### config.mk
export PLATFORM = sky130hd
export DESIGN_NAME = inst_prefetch_flat
export DESIGN_NICKNAME = d
export VERILOG_FILES = /design/src/rtl/inst_prefetch_pkg.sv /design/src/rtl/inst_prefetch_if.sv /design/src/rtl/prefetch_fifo.sv /design/src/rtl/inst_prefetch.sv /design/src/flat_wrapper.sv
export SDC_FILE = /design/constraint.sdc
export NUM_CORES = 1
export LEC_CHECK = 0
export ABC_AREA = 0
export CORE_AREA = 2 2 70 99
export DETAILED_ROUTE_END_ITERATION = 6
export DIE_AREA = 0 0 72 101
export PLACE_DENSITY = 0.88
export SYNTH_ARGS = -nofsm -noshare
export SYNTH_HDL_FRONTEND = slang
export SYNTH_SLANG_ARGS = --single-unit
### constraint.sdc
create_clock -name clk -period 5.7 [get_ports clk]
set_input_delay 1.14 -clock clk [delete_from_list [all_inputs] [get_ports clk]]
set_output_delay 1.14 -clock clk [all_outputs]
set_load 0.02 [all_outputs]
### src/rtl/inst_prefetch_pkg.sv
// Shared types and constants for the instruction prefetch unit.
// Holds default widths, the FIFO entry layout and reset values.
package inst_prefetch_pkg;

    localparam int ADDR_W = 5;
    localparam int DATA_W = 8;

    typedef struct packed {
        logic [ADDR_W-1:0] pc;
        logic [DATA_W-1:0] instr;
    } fetch_entry_t;

    localparam logic [ADDR_W-1:0] PC_RST    = '0;
    localparam logic [DATA_W-1:0] INSTR_RST = '0;

endpackage

### src/rtl/inst_prefetch_if.sv
// Bundles the memory port, redirect input and instruction handshake of the prefetcher.
// The master modport is the prefetcher's view; slave is the surroundings' view.
interface inst_prefetch_if #(
    parameter int ADDR_W = inst_prefetch_pkg::ADDR_W,
    parameter int DATA_W = inst_prefetch_pkg::DATA_W,
    parameter int DEPTH  = 4
);
    localparam int CNT_W = $clog2(DEPTH + 1);

    logic              mem_rd;
    logic [ADDR_W-1:0] mem_addr;
    logic [DATA_W-1:0] mem_data;
    logic              mem_busy;
    logic              redirect;
    logic [ADDR_W-1:0] redirect_addr;
    logic              ins_valid;
    logic [DATA_W-1:0] ins_data;
    logic [ADDR_W-1:0] ins_pc;
    logic              ins_ready;
    logic [CNT_W-1:0]  count;

    modport master (
        output mem_rd, mem_addr, ins_valid, ins_data, ins_pc, count,
        input  mem_data, mem_busy, redirect, redirect_addr, ins_ready
    );

    modport slave (
        input  mem_rd, mem_addr, ins_valid, ins_data, ins_pc, count,
        output mem_data, mem_busy, redirect, redirect_addr, ins_ready
    );

endinterface

### src/rtl/prefetch_fifo.sv
// Small synchronous FIFO of fetch entries with flush and asynchronous clear.
// When empty the head output keeps showing the last entry that was at the head.
module prefetch_fifo #(
    parameter type entry_t = inst_prefetch_pkg::fetch_entry_t,
    parameter int  DEPTH   = 4,
    localparam int CNT_W   = $clog2(DEPTH + 1)
) (
    input  logic             clk,
    input  logic             rst,
    input  logic             push,
    input  entry_t           push_entry,
    input  logic             pop,
    input  logic             flush,
    output entry_t           head,
    output logic             valid,
    output logic [CNT_W-1:0] count
);
    import inst_prefetch_pkg::*;

    localparam int               PTR_W    = $clog2(DEPTH);
    localparam logic [PTR_W-1:0] LAST_PTR = PTR_W'(DEPTH - 1);
    localparam logic [CNT_W-1:0] FULL_CNT = CNT_W'(DEPTH);

    entry_t           mem_reg [DEPTH];
    entry_t           last_reg;
    logic [PTR_W-1:0] wr_reg;
    logic [PTR_W-1:0] rd_reg;
    logic [CNT_W-1:0] count_reg;
    logic             push_ok;
    logic             pop_ok;

    // Explicit wrap so non-power-of-two depths work.
    function automatic logic [PTR_W-1:0] ptr_inc(input logic [PTR_W-1:0] p);
        return (p == LAST_PTR) ? '0 : p + PTR_W'(1);
    endfunction

    assign valid   = (count_reg != '0);
    assign push_ok = push && (count_reg != FULL_CNT);
    assign pop_ok  = pop && valid;
    assign head    = valid ? mem_reg[rd_reg] : last_reg;
    assign count   = count_reg;

    always_ff @(posedge clk or posedge rst) begin
        if (rst) begin
            for (int i = 0; i < DEPTH; i++) begin
                mem_reg[i] <= '0;
            end
            last_reg  <= '0;
            wr_reg    <= '0;
            rd_reg    <= '0;
            count_reg <= '0;
        end else begin
            if (valid) begin
                last_reg <= mem_reg[rd_reg];
            end
            if (flush) begin
                wr_reg    <= '0;
                rd_reg    <= '0;
                count_reg <= '0;
            end else begin
                if (push_ok) begin
                    mem_reg[wr_reg] <= push_entry;
                    wr_reg          <= ptr_inc(wr_reg);
                end
                if (pop_ok) begin
                    rd_reg <= ptr_inc(rd_reg);
                end
                case ({push_ok, pop_ok})
                    2'b10:   count_reg <= count_reg + CNT_W'(1);
                    2'b01:   count_reg <= count_reg - CNT_W'(1);
                    default: ;
                endcase
            end
        end
    end

endmodule

### src/rtl/inst_prefetch.sv
// Instruction prefetcher: issues reads ahead of the controller, tags each byte
// with its address and queues it; yields memory to the datapath and flushes on jumps.
module inst_prefetch #(
    parameter int ADDR_W = inst_prefetch_pkg::ADDR_W,
    parameter int DATA_W = inst_prefetch_pkg::DATA_W,
    parameter int DEPTH  = 4
) (
    input  logic            clk,
    input  logic            rst,
    inst_prefetch_if.master bus
);
    import inst_prefetch_pkg::*;

    localparam int             CNT_W   = $clog2(DEPTH + 1);
    localparam logic [CNT_W:0] DEPTH_C = (CNT_W + 1)'(DEPTH);

    typedef struct packed {
        logic [ADDR_W-1:0] pc;
        logic [DATA_W-1:0] instr;
    } entry_t;

    logic [ADDR_W-1:0] fpc;
    logic [ADDR_W-1:0] inflight_pc;
    logic              inflight;
    logic              issue;
    logic              push;
    logic              pop;
    logic              head_valid;
    logic [CNT_W-1:0]  count;
    logic [CNT_W:0]    occupancy;
    entry_t            push_entry;
    entry_t            head;

    // Credits use the registered count, so a pop only frees a slot a cycle later.
    assign occupancy  = {1'b0, count} + {{CNT_W{1'b0}}, inflight};
    assign issue      = !rst && !bus.mem_busy && !bus.redirect && (occupancy < DEPTH_C);
    assign push       = inflight && !bus.redirect;
    assign pop        = head_valid && bus.ins_ready && !bus.redirect;
    assign push_entry = '{pc: inflight_pc, instr: bus.mem_data};

    always_ff @(posedge clk or posedge rst) begin
        if (rst) begin
            fpc         <= ADDR_W'(PC_RST);
            inflight    <= 1'b0;
            inflight_pc <= ADDR_W'(PC_RST);
        end else if (bus.redirect) begin
            fpc      <= bus.redirect_addr;
            inflight <= 1'b0;
        end else begin
            inflight <= issue;
            if (issue) begin
                fpc         <= fpc + ADDR_W'(1);
                inflight_pc <= fpc;
            end
        end
    end

    prefetch_fifo #(
        .entry_t (entry_t),
        .DEPTH   (DEPTH)
    ) u_fifo (
        .clk        (clk),
        .rst        (rst),
        .push       (push),
        .push_entry (push_entry),
        .pop        (pop),
        .flush      (bus.redirect),
        .head       (head),
        .valid      (head_valid),
        .count      (count)
    );

    assign bus.mem_rd    = issue;
    assign bus.mem_addr  = fpc;
    assign bus.ins_valid = head_valid;
    assign bus.ins_data  = head.instr;
    assign bus.ins_pc    = head.pc;
    assign bus.count     = count;

endmodule

### src/flat_wrapper.sv
// flat-port wrapper written by rule: the top's interface ports become plain ports
module inst_prefetch_flat import inst_prefetch_pkg::*;
#(
    parameter int ADDR_W = inst_prefetch_pkg::ADDR_W,
    parameter int DATA_W = inst_prefetch_pkg::DATA_W,
    parameter int DEPTH  = 4
)
  (clk, rst, bus_mem_rd, bus_mem_addr, bus_ins_valid, bus_ins_data, bus_ins_pc, bus_count, bus_mem_data, bus_mem_busy, bus_redirect, bus_redirect_addr, bus_ins_ready);
  inst_prefetch_if #(.ADDR_W(ADDR_W), .DATA_W(DATA_W), .DEPTH(DEPTH)) bus_i ();
  input  logic clk;
  input  logic rst;
  output wire logic [$bits(bus_i.mem_rd)-1:0] bus_mem_rd;
  output wire logic [$bits(bus_i.mem_addr)-1:0] bus_mem_addr;
  output wire logic [$bits(bus_i.ins_valid)-1:0] bus_ins_valid;
  output wire logic [$bits(bus_i.ins_data)-1:0] bus_ins_data;
  output wire logic [$bits(bus_i.ins_pc)-1:0] bus_ins_pc;
  output wire logic [$bits(bus_i.count)-1:0] bus_count;
  input wire logic [$bits(bus_i.mem_data)-1:0] bus_mem_data;
  input wire logic [$bits(bus_i.mem_busy)-1:0] bus_mem_busy;
  input wire logic [$bits(bus_i.redirect)-1:0] bus_redirect;
  input wire logic [$bits(bus_i.redirect_addr)-1:0] bus_redirect_addr;
  input wire logic [$bits(bus_i.ins_ready)-1:0] bus_ins_ready;
  assign bus_mem_rd = bus_i.mem_rd;
  assign bus_mem_addr = bus_i.mem_addr;
  assign bus_ins_valid = bus_i.ins_valid;
  assign bus_ins_data = bus_i.ins_data;
  assign bus_ins_pc = bus_i.ins_pc;
  assign bus_count = bus_i.count;
  assign bus_i.mem_data = bus_mem_data;
  assign bus_i.mem_busy = bus_mem_busy;
  assign bus_i.redirect = bus_redirect;
  assign bus_i.redirect_addr = bus_redirect_addr;
  assign bus_i.ins_ready = bus_ins_ready;
  inst_prefetch #(.ADDR_W(ADDR_W), .DATA_W(DATA_W), .DEPTH(DEPTH)) u_core (.clk(clk), .rst(rst), .bus(bus_i));
endmodule
Yosys cells after proc, flatten, opt, wreduce, memory -nomap -nowiden --
Cells that the tools add are included.
Storage, ports and cells: register bits 83, latch bits 0, memory bits (writable) 0, bits in read-only memories 0, input bits 18, output and inout bits 23, logic and storage cells 71, memories 0
Cells by class: add/sub/neg operators 6, multipliers 0, divide/modulo/power cells 0, magnitude comparators 4, equality and inequality tests 5, shift-type cells 0, multiplexer cells 18, bitwise operators 3, reductions and logical operators 19
Operators by type and width (number):
- $bwmux W52 | 1
- $mux W13 | 4
- $bmux W13 S2 | 1
- $demux W13 S2 | 1
- $mux W2 | 6
- $mux W5 | 2
- $logic_and A1 B1 Y1 | 9
- $eq A2 B2 Y1 const B | 3
- $ge A3 B3 Y1 const B | 2
- $not A2 Y3 | 2
- $pmux W3 S2 | 1
- $reduce_bool A2 Y1 | 3
- $reduce_bool A3 Y1 | 2
- $add A5 B1 Y5 const B | 1
- $add A2 B1 Y2 const B | 2
- $add A3 B1 Y4 | 1
- $lt A4 B3 Y1 const B | 1
- $reduce_and A2 Y1 | 2
- $add A3 B1 Y3 const B | 1
- $logic_not A1 Y1 | 3
- $lt A3 B1 Y1 const B | 1
- $mux W3 | 1
- $ne A3 B3 Y1 const B | 1
- $sub A3 B1 Y3 const B | 1
- 3 further kinds | 3

Depth between registers and ports, before layout --
depth in word-level cells 7, depth in mapped cells 9, mapped depth without buffers 7

Modules after synthesis --
Synthesis repeated with hierarchy kept, for this count alone.
Second synthesis, totals: cell total of the unflattened synthesis 272, area total of the unflattened synthesis 4096.4 um2
Modules (own cells, without submodules):
- prefetch_fifo | instances 1, cells each 219, area an instance 3538.4 um2, sequential area each 1801.7 um2
- inst_prefetch | instances 1, cells each 53, area an instance 558.0 um2, sequential area each 275.3 um2

Worst setup path before layout --
No wires, ideal clock.
path type input port to output port, from in bus_redirect, to out bus_mem_rd, arrival 2.101 ns, slack 2.459 ns, stages 5, buffers on the path 2, cells stage by stage buf_1 nor4_1 nand2_1 clkbuf_1 inv_1
On the way: longest elaborated chain between the ends 3
Ends and longest elaborated chain:
- start: declaration | line flat_wrapper.sv:20 | input wire logic [$bits(bus_i.redirect)-1:0] bus_redirect;
- $logic_not A1 Y1 | line inst_prefetch.sv:36 | assign issue = !rst && !bus.mem_busy && !bus.redirect && (occupancy < DEPTH_C);
- $logic_and A1 B1 Y1 (2 in series) | line inst_prefetch.sv:36
- end: declaration | line flat_wrapper.sv:12 | output wire logic [$bits(bus_i.mem_rd)-1:0] bus_mem_rd;
Every way passes these cells.

Worst setup path after layout --
Same ends and word-level chain as after synthesis.

==> key figures <==
STA
  – Final period utilization: 78.9%
  – Peak Freq: 222 MHz
  – Slew headroom: 42.0%
  – Final setup viols: 0
  – RSZ-0062 raised after global routing: no
  – Final Critical Period: 4.50 ns
  – Clk_skew: 0.00879 ns
  – Final Max Slew Viols: 0
  – Actual slew at the worst max-slew pin: 0.869 ns
  – Final hold viol count: 0
  – Setup TNS Final: 0 ns

Power
  – Combinational Power Share: 23.8%
  – Share of power burned in registers: 46.7%
  – P_int: 1.16 mW
  – Pwr per Cell Area: 362 mW/mm^2
  – Psw: 0.432 mW
  – Peak supply drop: 245 uV
  – Clk network pwr share: 29.5%
  – Static leakage: 2.09 nW
  – Sw Ratio: 27.2%

Worst setup path
  – Kind of critical path: in -> out
  – Reg-to-reg startpoint: u_core.u_fifo.count[0]
  – Critical Path Sink Type: output port
  – Register-to-Register Path Depth: 7
  – Critical Path AT: 3.36 ns
  – Crit path top cell by count: clkdlybuf4s50_1
  – Worst Setup Start Kind: primary input
  – Max FO, Critical Path: 17
  – Crit-path max cell delay: 0.69 ns
  – Required time of the critical path: 4.56 ns
  – CP cell instances: clkdlybuf4s50_1 -> nor4_1 -> nand2_1 -> inv_1 -> clkdlybuf4s50_1
  – Worst reg-to-reg setup slack: 3.31 ns
  – Reg-to-Reg End: u_core.u_fifo.count[2]
  – CP max-delay cell: clkdlybuf4s50_1

Worst hold path
  – Hold path cells: 1
  – Hold Path Class: reg -> reg
  – Min-delay src: u_core.u_fifo.mem_reg[23]
  – Hold EP: u_core.u_fifo.mem_reg[23]

Cells and area
  – Share of layout cells above drive strength 1: 16.9%
  – Max reg flops: 52
  – Leading cell type in the layout, fill and taps excluded: dfrtp_1
  – Fin area: 0.00439 mm^2
  – Most frequent cells in the layout: 83 x dfrtp_1, 53 x mux2_1, 40 x clkdlybuf4s50_1
  – ANT cells: 0
  – Nets: 328
  – Area grow syn2layout: 17.4%

Clock tree
  – Clock sinks: 83
  – H-tree levels: 3
  – Worst-path clk slew: 0.08 ns
  – Count of hold-fix buffers inserted at cts: 0
  – Cts bufs inserted: 9
  – Post CTS Setup Buffer Count: 0
  – Clk_lat worst skew: 0.35 ns
  – Post-CTS Resized: 0
  – Clk root buf: clkbuf_8
  – Clock Path Buffers: 2
  – TritonCTS clock tree: done

Floorplanning
  – Die width: 72 um
  – Die area: 0.00727 mm^2
  – Row cnt: 35
  – Core ar.: 0.00644 mm^2
  – # IOs: 41
  – Initial cell density of the core: 58.1%
  – Die height: 101 um

Detailed routing
  – Vias/cell: 5.80
  – Avg WL per Cell: 17.2 um
  – Post-Route WL: 6590 um
  – DR pass1 iterations: 4
  – Initial DRC count: 103
  – Antenna Nets Post-Route: 0
  – DR vias: 2217
  – DRC: 0

GRT
  – Grt ovf: 0
  – Number of global-route vias before repair: 2331
  – GRT Total Usage: 21.1%
  – Initial antenna violation count: 0
  – First-pass GRT wire length: 11400 um
  – Largest net degree at the start of global routing: 53

Place
  – GP Congestion: 0.759
  – Placed Instance Area: 0.00417 mm^2
  – Port bufs: 40
  – Post-DP HPWL: 4430 um

Logic synthesis
  – Count of cell types in the netlist: 39
  – Syn_area_per_cell: 14.1 um^2
  – Syn Std Cell Area: 0.00374 mm^2
  – Synth Warn #: 0
  – FF+latch count, synth: 83
  – Cells after synthesis: 266
  – Post-Syn Nets: 291
  – Sequential area share after synthesis: 55.5%

Outcome
  – Status: complete, no violations

Run
  – Max_cap viols: 0
-- worst max-delay path, delay by kind of cell --
| kind | cells | cell delay, ns |
|---|---|---|
| AND/OR/NAND/NOR | 2 | 0.80 |
| buffers and inverters | 3 | 1.41 |
-- area by class of cell --
class	instances	area (um^2)
timing repair buffer	42	415
sequential	83	2080
clock buffer	11	141
fill	451	2050
tap	74	92.6
multi-input combinational	159	1550
clock inverter	5	85.1
inverter	8	30.0
-- through the flow --
step	power (mW)	instances	hold WS, ns	util (%)	setup WS, ns
after global routing	1.66	382	0.505	68.2	0.929
final	1.59	382	0.492	68.2	1.20
after CTS	1.61	382	0.497	68.2	1.18
after floorplan	0.974	266	0.459	-	2.42
after global placement	1.12	366	0.468	64.7	1.26
after detailed placement	1.14	366	0.479	64.7	1.18
-- synthesized netlist by cell type --
master / count / area [um^2]
a211oi_1: 1 / 7.51
a21o_1: 1 / 7.51
a21oi_1: 5 / 25.0
a221o_1: 2 / 20.0
a22oi_1: 2 / 15.0
and2_1: 1 / 6.26
buf_1: 2 / 7.51
buf_2: 3 / 15.0
buf_4: 5 / 37.5
clkbuf_1: 6 / 22.5
dfrtp_1: 83 / 2080
fa_1: 1 / 20.0
ha_1: 6 / 75.1
inv_1: 7 / 26.3
inv_2: 1 / 3.75
mux2_1: 53 / 597
mux2_2: 13 / 146
mux2i_1: 2 / 20.0
mux4_2: 13 / 293
nand2_1: 20 / 75.1
nand2_2: 4 / 25.0
nand2b_1: 1 / 6.26
nand3_1: 5 / 25.0
nor2_1: 7 / 26.3
nor2b_1: 2 / 12.5
nor3_1: 3 / 15.0
nor3_2: 1 / 10.0
nor3b_1: 1 / 7.51
nor4_1: 1 / 6.26
o211a_1: 1 / 10.0
o21ai_0: 1 / 5.00
o21ai_1: 3 / 15.0
o21bai_1: 1 / 7.51
o221a_2: 1 / 11.3
o311ai_0: 1 / 8.76
o31ai_1: 2 / 15.0
o31ai_2: 1 / 12.5
or3_1: 1 / 6.26
xnor2_1: 2 / 17.5
-- logic make-up after synthesis --
| kind of cell | count (synthesis) | synth area share (%) |
|---|---|---|
| and+or+nand+nor | 47 | 5.92 |
| buffers and inverters | 24 | 3.01 |
| adders and majority gates | 7 | 2.54 |
| muxes | 81 | 28.2 |
| AOI/OAI and AO/OA | 22 | 4.28 |
| xor gates and xnor gates | 2 | 0.468 |
| DFF | 83 | 55.5 |
-- worst max path at each step --
stage                      start                      to  slack, ns  cells after the start
global route        bus_redirect              bus_mem_rd       0.93                      5
floorplan                    rst  u_core.bus.mem_addr[0]       2.42                      1
global placement    bus_redirect              bus_mem_rd       1.26                      5
finish              bus_redirect              bus_mem_rd       1.20                      5
CTS                 bus_redirect              bus_mem_rd       1.18                      5
detailed placement  bus_redirect              bus_mem_rd       1.18                      5
-- power groups by stage --
stage	Combinational [mW]	Clock [mW]	Sequential, mW
floorplan	0.236	0	0.738
global placement	0.370	0	0.747
detailed placement	0.383	0	0.755
CTS	0.384	0.480	0.743
global route	0.407	0.502	0.757
finish	0.377	0.469	0.743
-- routing by layer --
metal / up-vias / GRT usage, % / routed length [um]
li1: 1026 / - / -
met1: 1127 / 26.7 / 2810
met3: 14 / 4.40 / 244
met5: - / 0 / 0
met2: 50 / 34.0 / 3350
met4: 0 / 11.3 / 189
(Power assumes the default switching activity.)
